==> config.mk <==
export PLATFORM = sky130hd
export DESIGN_NAME = lap_timer_core_flat
export DESIGN_NICKNAME = d
export VERILOG_FILES = /design/src/rtl/lap_timer_if.sv /design/src/rtl/lap_timer_core.sv /design/src/flat_wrapper.sv
export SDC_FILE = /design/constraint.sdc
export NUM_CORES = 1
export LEC_CHECK = 0
export ABC_AREA = 0
export CORE_MARGIN = 2
export CORE_UTILIZATION = 40
export CTS_CLUSTER_SIZE = 10
export DETAILED_ROUTE_END_ITERATION = 12
export SLEW_MARGIN = 20
export SYNTH_ARGS = -nofsm -noshare
export SYNTH_HDL_FRONTEND = slang
export SYNTH_SLANG_ARGS = --single-unit
==> constraint.sdc <==
create_clock -name clk -period 7.5 [get_ports clk]
set_input_delay 0.75 -clock clk [delete_from_list [all_inputs] [get_ports clk]]
set_output_delay 0.75 -clock clk [all_outputs]
set_load 0.005 [all_outputs]
==> src/rtl/lap_timer_if.sv <==
// Control pulses, BCD time outputs and lap buffer read port of the lap timer core.
interface lap_timer_if #(
  parameter int LAP_DEPTH = 8
);
  localparam int CNT_W = $clog2(LAP_DEPTH) + 1;

  logic             start;
  logic             stop;
  logic             lap;
  logic             min_inc;
  logic             hour_inc;
  logic             countdown;
  logic             lap_rd;
  logic [7:0]       hours;
  logic [7:0]       minutes;
  logic [7:0]       seconds;
  logic [7:0]       centisec;
  logic             running;
  logic             expired;
  logic             lap_valid;
  logic [31:0]      lap_data;
  logic [CNT_W-1:0] lap_count;
  logic             lap_overflow;

  modport master (
    output start, stop, lap, min_inc, hour_inc, countdown, lap_rd,
    input  hours, minutes, seconds, centisec, running, expired,
           lap_valid, lap_data, lap_count, lap_overflow
  );

  modport slave (
    input  start, stop, lap, min_inc, hour_inc, countdown, lap_rd,
    output hours, minutes, seconds, centisec, running, expired,
           lap_valid, lap_data, lap_count, lap_overflow
  );
endinterface

==> src/rtl/lap_timer_core.sv <==
// Single-clock stopwatch core: prescaled centisecond tick, count-up/countdown in BCD,
// and a first-word-fall-through lap capture buffer with sticky overflow.
//   state | meaning
//   IDLE  | stopped; time settable; mode follows countdown input
//   RUN   | counting on prescaled ticks; laps captured
//   PAUSE | halted mid-run; time settable; mode follows countdown input
//   DONE  | countdown reached zero; waiting for stop
module lap_timer_core #(
  parameter int CLK_HZ    = 100000000,
  parameter int TICK_HZ   = 100,
  parameter int LAP_DEPTH = 8,
  parameter int HOUR_MAX  = 99
) (
  input  logic       clk,
  input  logic       rst,
  lap_timer_if.slave io
);
  localparam int DIV   = CLK_HZ / TICK_HZ;
  localparam int PRE_W = $clog2(DIV);
  localparam int AW    = $clog2(LAP_DEPTH);
  localparam int CNT_W = AW + 1;
  localparam logic [7:0] HMAX = 8'(((HOUR_MAX / 10) * 16) + (HOUR_MAX % 10));

  typedef enum logic [1:0] {IDLE, RUN, PAUSE, DONE} state_t;

  state_t           state, state_nxt;
  logic             mode, mode_nxt;
  logic [PRE_W-1:0] pre;
  logic             tick;
  logic [31:0]      tm;
  logic [7:0]       t_h, t_m, t_s, t_c;
  logic [8:0]       up_h, up_m, up_s, up_c;
  logic [8:0]       dn_h, dn_m, dn_s, dn_c;
  logic [31:0]      up_time, dn_time;
  logic             time_zero, dn_zero, settable;

  logic [31:0]      mem [LAP_DEPTH];
  logic [AW-1:0]    wr_ptr, rd_ptr;
  logic [CNT_W-1:0] count;
  logic             ovf, push_req, push, pop, full;

  // Returns {wrap, next}: next is v+1, or 00 with wrap set when v is already max.
  function automatic logic [8:0] bcd_up(input logic [7:0] v, input logic [7:0] max);
    if (v == max)          return {1'b1, 8'h00};
    if (v[3:0] == 4'd9)    return {1'b0, v[7:4] + 4'd1, 4'd0};
    return {1'b0, v[7:4], v[3:0] + 4'd1};
  endfunction

  // Returns {borrow, next}: next is v-1, or max with borrow set when v is 00.
  function automatic logic [8:0] bcd_dn(input logic [7:0] v, input logic [7:0] max);
    if (v == 8'h00)        return {1'b1, max};
    if (v[3:0] == 4'd0)    return {1'b0, v[7:4] - 4'd1, 4'd9};
    return {1'b0, v[7:4], v[3:0] - 4'd1};
  endfunction

  assign {t_h, t_m, t_s, t_c} = tm;

  assign up_c = bcd_up(t_c, 8'h99);
  assign up_s = bcd_up(t_s, 8'h59);
  assign up_m = bcd_up(t_m, 8'h59);
  assign up_h = bcd_up(t_h, HMAX);
  assign dn_c = bcd_dn(t_c, 8'h99);
  assign dn_s = bcd_dn(t_s, 8'h59);
  assign dn_m = bcd_dn(t_m, 8'h59);
  assign dn_h = bcd_dn(t_h, HMAX);

  assign up_time = {(up_c[8] & up_s[8] & up_m[8]) ? up_h[7:0] : t_h,
                    (up_c[8] & up_s[8]) ? up_m[7:0] : t_m,
                    up_c[8] ? up_s[7:0] : t_s,
                    up_c[7:0]};
  // Hours never borrow: the all-zero time is caught before another tick.
  assign dn_time = {(dn_c[8] & dn_s[8] & dn_m[8]) ? dn_h[7:0] : t_h,
                    (dn_c[8] & dn_s[8]) ? dn_m[7:0] : t_m,
                    dn_c[8] ? dn_s[7:0] : t_s,
                    dn_c[7:0]};

  assign time_zero = (tm == 32'h0);
  assign dn_zero   = (dn_time == 32'h0);
  assign settable  = (state == IDLE) || (state == PAUSE);
  assign mode_nxt  = settable ? io.countdown : mode;
  assign tick      = (state == RUN) && (pre == PRE_W'(DIV - 1));

  always_ff @(posedge clk) begin
    if (rst) state <= IDLE;
    else     state <= state_nxt;
  end

  always_comb begin
    state_nxt = state;
    case (state)
      IDLE, PAUSE: if (io.start && !io.stop && !(mode_nxt && time_zero)) state_nxt = RUN;
      RUN:         if (io.stop) state_nxt = PAUSE;
                   else if (tick && mode && dn_zero) state_nxt = DONE;
      DONE:        if (io.stop) state_nxt = IDLE;
      default:     state_nxt = IDLE;
    endcase
  end

  always_comb begin
    io.running = (state == RUN);
    io.expired = (state == DONE);
  end

  always_ff @(posedge clk) begin
    if (rst) begin
      mode <= 1'b0;
      pre  <= '0;
      tm   <= 32'h0;
    end else begin
      mode <= mode_nxt;
      // Outside RUN the prescaler sits at 0, so every entry to RUN starts a full period.
      if ((state == RUN) && !tick) pre <= pre + 1'b1;
      else                         pre <= '0;
      if (tick)          tm <= mode ? dn_time : up_time;
      else if (settable) tm <= {io.hour_inc ? up_h[7:0] : t_h,
                                io.min_inc  ? up_m[7:0] : t_m, t_s, t_c};
    end
  end

  assign full     = (count == CNT_W'(LAP_DEPTH));
  assign pop      = io.lap_rd && (count != '0);
  assign push_req = (state == RUN) && io.lap;
  assign push     = push_req && (!full || pop);

  always_ff @(posedge clk) begin
    if (push) mem[wr_ptr] <= tm;
  end

  always_ff @(posedge clk) begin
    if (rst) begin
      wr_ptr <= '0;
      rd_ptr <= '0;
      count  <= '0;
      ovf    <= 1'b0;
    end else begin
      if (push) wr_ptr <= wr_ptr + 1'b1;
      if (pop)  rd_ptr <= rd_ptr + 1'b1;
      if (push && !pop)      count <= count + 1'b1;
      else if (pop && !push) count <= count - 1'b1;
      if (push_req && full && !pop) ovf <= 1'b1;
    end
  end

  assign io.hours        = t_h;
  assign io.minutes      = t_m;
  assign io.seconds      = t_s;
  assign io.centisec     = t_c;
  assign io.lap_valid    = (count != '0);
  assign io.lap_data     = (count != '0) ? mem[rd_ptr] : 32'h0;
  assign io.lap_count    = count;
  assign io.lap_overflow = ovf;
endmodule

==> src/flat_wrapper.sv <==
// flat-port wrapper written by rule: the top's interface ports become plain ports
module lap_timer_core_flat 
#(
  parameter int CLK_HZ    = 100000000,
  parameter int TICK_HZ   = 100,
  parameter int LAP_DEPTH = 8,
  parameter int HOUR_MAX  = 99
)
  (clk, rst, io_start, io_stop, io_lap, io_min_inc, io_hour_inc, io_countdown, io_lap_rd, io_hours, io_minutes, io_seconds, io_centisec, io_running, io_expired, io_lap_valid, io_lap_data, io_lap_count, io_lap_overflow);
  lap_timer_if #(.LAP_DEPTH(LAP_DEPTH)) io_i ();
  input  logic clk;
  input  logic rst;
  input wire logic [$bits(io_i.start)-1:0] io_start;
  input wire logic [$bits(io_i.stop)-1:0] io_stop;
  input wire logic [$bits(io_i.lap)-1:0] io_lap;
  input wire logic [$bits(io_i.min_inc)-1:0] io_min_inc;
  input wire logic [$bits(io_i.hour_inc)-1:0] io_hour_inc;
  input wire logic [$bits(io_i.countdown)-1:0] io_countdown;
  input wire logic [$bits(io_i.lap_rd)-1:0] io_lap_rd;
  output wire logic [$bits(io_i.hours)-1:0] io_hours;
  output wire logic [$bits(io_i.minutes)-1:0] io_minutes;
  output wire logic [$bits(io_i.seconds)-1:0] io_seconds;
  output wire logic [$bits(io_i.centisec)-1:0] io_centisec;
  output wire logic [$bits(io_i.running)-1:0] io_running;
  output wire logic [$bits(io_i.expired)-1:0] io_expired;
  output wire logic [$bits(io_i.lap_valid)-1:0] io_lap_valid;
  output wire logic [$bits(io_i.lap_data)-1:0] io_lap_data;
  output wire logic [$bits(io_i.lap_count)-1:0] io_lap_count;
  output wire logic [$bits(io_i.lap_overflow)-1:0] io_lap_overflow;
  assign io_i.start = io_start;
  assign io_i.stop = io_stop;
  assign io_i.lap = io_lap;
  assign io_i.min_inc = io_min_inc;
  assign io_i.hour_inc = io_hour_inc;
  assign io_i.countdown = io_countdown;
  assign io_i.lap_rd = io_lap_rd;
  assign io_hours = io_i.hours;
  assign io_minutes = io_i.minutes;
  assign io_seconds = io_i.seconds;
  assign io_centisec = io_i.centisec;
  assign io_running = io_i.running;
  assign io_expired = io_i.expired;
  assign io_lap_valid = io_i.lap_valid;
  assign io_lap_data = io_i.lap_data;
  assign io_lap_count = io_i.lap_count;
  assign io_lap_overflow = io_i.lap_overflow;
  lap_timer_core #(.CLK_HZ(CLK_HZ), .TICK_HZ(TICK_HZ), .LAP_DEPTH(LAP_DEPTH), .HOUR_MAX(HOUR_MAX)) u_core (.clk(clk), .rst(rst), .io(io_i));
endmodule
# [Word level (Yosys, flattened, before mapping)]
# Memories as Yosys holds them, arrays and structs flattened. A register that Yosys moved wholly into a read port is not among the register bits.
# Index checks and enable logic that the tools add are counted.
[word_totals] register_bits=66 latch_bits=0 mem_bits_rw=256 rom_bits=0 in_bits=9 output_inout_bits=72 wordCells=187 n_memories=1
[classes] add_sub_neg=21 mul=0 div_mod_pow=0 order_cmp=0 n_eq_ne=18 shift=0 n_mux=80 n_bitwise=5 n_reduce_logical=49
[mem_list] memory="u_core.mem" depth=8 word_bits=32 rd=1 rd_ports_with_merged_regs=1 write_ports=1 line="lap_timer_core.sv:37" rtl="logic [31:0] mem [LAP_DEPTH];"
[ops] cell="9-bit 2-to-1 mux" count=24
[ops] cell="32-bit 2-to-1 mux" count=4
[ops] cell="8-bit 2-to-1 mux" count=16
[ops] cell="32-bit zero test" count=2
[ops] cell="4-bit by 1-bit adder with 4-bit output, second input constant" count=9
[ops] cell="4-bit by 1-bit subtractor with 4-bit output, second input constant" count=9
[ops] cell="8-bit zero test" count=4
[ops] cell="1-bit 2-to-1 mux" count=27
[ops] cell="20-bit by 1-bit adder with 20-bit output, second input constant" count=1
[ops] cell="20-bit equality test, second input constant" count=1
[ops] cell="4-bit equality test, second input constant" count=5
[ops] cell="8-bit by 7-bit equality test with 1-bit output, second input constant" count=2
[ops] cell="8-bit equality test, second input constant" count=2
[ops] cell="4-bit zero test" count=4
[ops] cell="1-bit logical AND" count=14
[ops] cell="3-bit AND reduction" count=4
[ops] cell="2-bit nonzero test" count=5
[ops] cell="3-bit by 2-bit != test with 1-bit output, second input constant" count=3
[ops] cell="2-bit 2-to-1 mux" count=4
[ops] cell="4-bit 2-to-1 mux" count=2
[ops] cell="3-bit by 1-bit adder with 3-bit output, second input constant" count=2
[ops] cell="1-bit zero test" count=6
[ops] cell="3-bit 2-to-1 mux" count=2
[ops] cell="2-bit one-hot mux with 3 select lines" count=1
[ops] cell="other kinds (12)" count=20

# [Logic depth before layout (Yosys ltp)]
[logic_depth] ltp_word=13 mapped_depth=13

# [Worst setup path after synthesis]
# OpenSTA, ideal clock, no wires.
[synth_path] kind="flip-flop to flip-flop" startpoint="reg u_core.state[0]" endpoint="mem u_core.mem[0][0], enable pin" arrival_ns=3.595 required_time_ns=7.039 path_slack_ns=3.444 path_stages_with_launch=8 path_buffers=2 path_cell_list="dfxtp_1 clkbuf_1 nand2b_1 inv_2 and3_1 clkbuf_1 nand2b_1 nor3_1"
[synth_between] elab_chain_len=5
[synth_rtl] element="start: declaration" line="lap_timer_core.sv:26" rtl="state_t state, state_nxt;"
[synth_rtl] element="start signal: assignment" line="lap_timer_core.sv:85" rtl="else state <= state_nxt;"
[synth_rtl] element="2-bit by 1-bit equality test with 1-bit output"
[synth_rtl] element="via io_running" line="flat_wrapper.sv:24" rtl="output wire logic [$bits(io_i.running)-1:0] io_running;"
[synth_rtl] element="1-bit logical AND" line="lap_timer_core.sv:122" rtl="assign push_req = (state == RUN) && io.lap;"
[synth_rtl] element="1-bit logical AND" line="lap_timer_core.sv:123" rtl="assign push = push_req && (!full || pop);"
[synth_rtl] element="via u_core.push" line="lap_timer_core.sv:40" rtl="logic ovf, push_req, push, pop, full;"
[synth_rtl] element="1-bit 2-to-1 mux" line="lap_timer_core.sv:126" rtl="if (push) mem[wr_ptr] <= tm;"
[synth_rtl] element="1-bit 2-to-1 mux (implied by the code)" line="lap_timer_core.sv:126"
[synth_rtl] element="end: declaration" line="lap_timer_core.sv:37"
# The timed path passes the listed nets, and every way through them passes these cells.

==> key figures <==
Power
  – Peak supply drop: 0.157 mV
  – Flop pwr share: 45.5%
  – Psw: 1.06 mW
  – Switching share of power: 24.3%
  – PD cells: 257 nW/um^2
  – Power share of the combinational group: 15.7%
  – Clock power share: 38.8%
  – Total power: 4.39 mW
  – P_int: 3.32 mW
  – Static Leakage: 5.54 nW

Floorplan
  – Die ar.: 37900 sq um
  – FP Rows: 69
  – Core Area: 35700 sq um
  – Initial Util: 40.8%
  – Die height: 195 um
  – Top-Level Pins: 81
  – Die W: 195 um

GRT
  – GRT Util Overall: 17.9%
  – Largest net degree at the start of global routing: 65
  – First-pass GRT wire length: 52500 um
  – Number of global-route vias before repair: 9104
  – Initial antenna violation count: 0
  – GRT overflow: 0

Cells and area
  – ANT cells: 0
  – Final nets: 1170
  – Most frequent cells in the layout: edfxtp_1, nor2_1, clkdlybuf4s50_1
  – Commonest non-fill, non-tap cell in the layout: edfxtp_1
  – Proportion of layout cells with a drive suffix above 1: 13.4%
  – Multi-input logic area: 5190 sq um
  – Filler cells: 3131
  – Layout area overhead: 17.4%
  – Register Area: 9070 sq um
  – Util after Layout: 47.9%
  – Non-filler cells, final: 1619

Clocking
  – Clock Sinks: 325
  – CTS Hold Bufs: 0
  – H-tree lvl count: 2
  – Worst-Skew Late Latency: 0.53 ns
  – CTS tree: built
  – Clock-pin slew on the worst setup and hold paths: 0.05 ns
  – Inserted Clock Buffers: 39
  – Number of post-CTS setup repair buffers: 0
  – Root Buffer: clkbuf_16
  – Clk buf depth: 3
  – PostCTS Resize Cnt: 0

Worst hold path
  – Worst Hold Class: reg -> reg

Synth
  – Register area share after synthesis: 62.4%
  – Seq cells post-synth: 325
  – Async SR Flop Fraction: 0%
  – Post-synth EDFFs: 256
  – Mapped Cells: 1044
  – Post-synthesis net count: 1086
  – Post-synth cell types: 69
  – Synth Cell Area: 14500 sq um
  – Top FF cell, synth: edfxtp_1
  – Syn. warnings: 0
  – Avg Inst Size Synth: 13.9 sq um

Routing
  – Total number of vias: 9117
  – Routed Wire Length: 33600 um
  – Post-DR wirelength/cell: 20.8 um
  – Iter 0 DRT Violations: 789
  – DR pass1 iterations: 5
  – Vias/cell: 5.63
  – DRC Markers: 0
  – Antenna Violating Nets Remaining: 0

STA
  – Unrepaired setup endpoints after global routing: false
  – Final Max Slew Viols: 0
  – Final setup viols: 0
  – Worst relative slew slack: 35.6%
  – Worst-margin pin slew: 0.966 ns
  – Hold Vio Cnt, Final: 0
  – Layout Skew: 0.0229 ns
  – Fin crit period: 4.11 ns
  – Fin Hold WS: 0.445 ns
  – Fin crit share: 54.7%
  – Final TNS setup: 0 ns
  – Fmax: 244 MHz

Setup path
  – Setup CP Type: reg -> out
  – CP arrival: 3.36 ns
  – Critical Path Start Type: flip-flop
  – Critical Path End Type: primary output
  – WP buf/inv: 2
  – CP max FO: 47
  – CP required: 6.75 ns
  – Slowest cell delay on critical path: 0.81 ns
  – Family with the most delay on the worst path: buffers and inverters
  – Cell Chain, Critical Path: buf_4 > mux4_2 > mux2i_1 > nor2_1 > clkdlybuf4s50_1
  – Critical path's slowest cell: buf_4

Placement
  – Half-perimeter wire length after placement: 19700 um
  – GPL Wtd Cong: 0.824
  – Port buffer count: 80
  – Placed insts: 1548

Outcome
  – Status: complete, no violations

Job
  – MaxCap Viol Count: 0
area by class of cell:
class / count / area share (%)
Tap cell: 461 / 3.38
Clock inverter: 6 / 0.410
Timing Repair Buffer: 99 / 5.50
Clock buffer: 65 / 6.40
Inverter: 34 / 0.747
Multi-Input combinational cell: 629 / 30.4
Sequential cell: 325 / 53.2
per-layer routing:
metal,vias to the layer above,global-route usage [%],wire (um)
li1,4212,-,-
met1,4606,25.0,15200
met2,242,28.7,15800
met3,57,2.53,1600
met4,0,6.18,1000
met5,-,0,0
final timing paths:
path,from,endpoint,slack [ns],depth (start not counted)
max,flip-flop,io_lap_data[18],3.39,5
min,u_core.pre[0]$_SDFF_PP0_,u_core.pre[0]$_SDFF_PP0_,0.44,1
max reg2reg,u_core.tm[12]$_SDFFE_PP0P_,u_core.state[1]$_SDFFE_PP0P_,3.74,8
min reg2reg,u_core.pre[0]$_SDFF_PP0_,u_core.pre[0]$_SDFF_PP0_,0.44,1
worst reg2reg max path: stages, from the launching register on:
cell	delay, ns
dfxtp_1	0.50
inv_1	0.16
ha_1	0.28
nor3b_1	0.63
nand4_1	0.48
or3_1	0.47
a221oi_1	0.55
nand4_1	0.20
o31ai_1	0.38
power by group through the flow:
stage | sequential, mW | combinational, mW | clock [mW]
final | 2.00 | 0.688 | 1.70
after floorplan | 2.00 | 0.434 | 0
after CTS | 2.00 | 0.708 | 1.74
after global placement | 2.03 | 0.699 | 0
after detailed placement | 2.03 | 0.705 | 0
after global routing | 2.00 | 0.754 | 1.80
per-stage QoR:
step	setup WS [ns]	instance area, sq um
after floorplan	3.44	14500
after global placement	3.85	15900
after detailed placement	3.82	15900
after CTS	3.27	17100
after global routing	3.12	17100
final	3.39	17100
cells in the mapped netlist (11+ instances only):
master,count,area share [%]
nand2_1,46,1.2
nor3_1,22,0.76
a211oi_1,11,0.57
o21ai_0,22,0.76
ha_1,32,2.8
clkbuf_1,45,1.2
mux4_2,64,9.9
inv_1,32,0.83
xnor2_1,14,0.84
a21oi_1,45,1.5
nor2_1,111,2.9
dfxtp_1,69,9.5
nand3_1,24,0.83
xor2_1,16,0.96
edfxtp_1,256,53
nand4_1,13,0.56
mux2i_1,38,2.6
cell families after synthesis:
logic type / synth area share, %
simple gates: 10.5
buf+inv: 2.34
fa+ha+maj: 2.89
mux: 12.8
compound gates: 7.28
xor+xnor: 1.81
flops: 62.4
registers in the layout, indices dropped and copies added, names as in the netlist, named ones only:
signal,count
u_core.pre,20
u_core.rd_ptr,3
u_core.tm,32
u_core.state,2
u_core.io.lap_overflow,1
u_core.io.lap_count,4
u_core.mode,1
u_core.mem,256
u_core.wr_ptr,3
No activity file was read; power rests on OpenSTA's default activity.
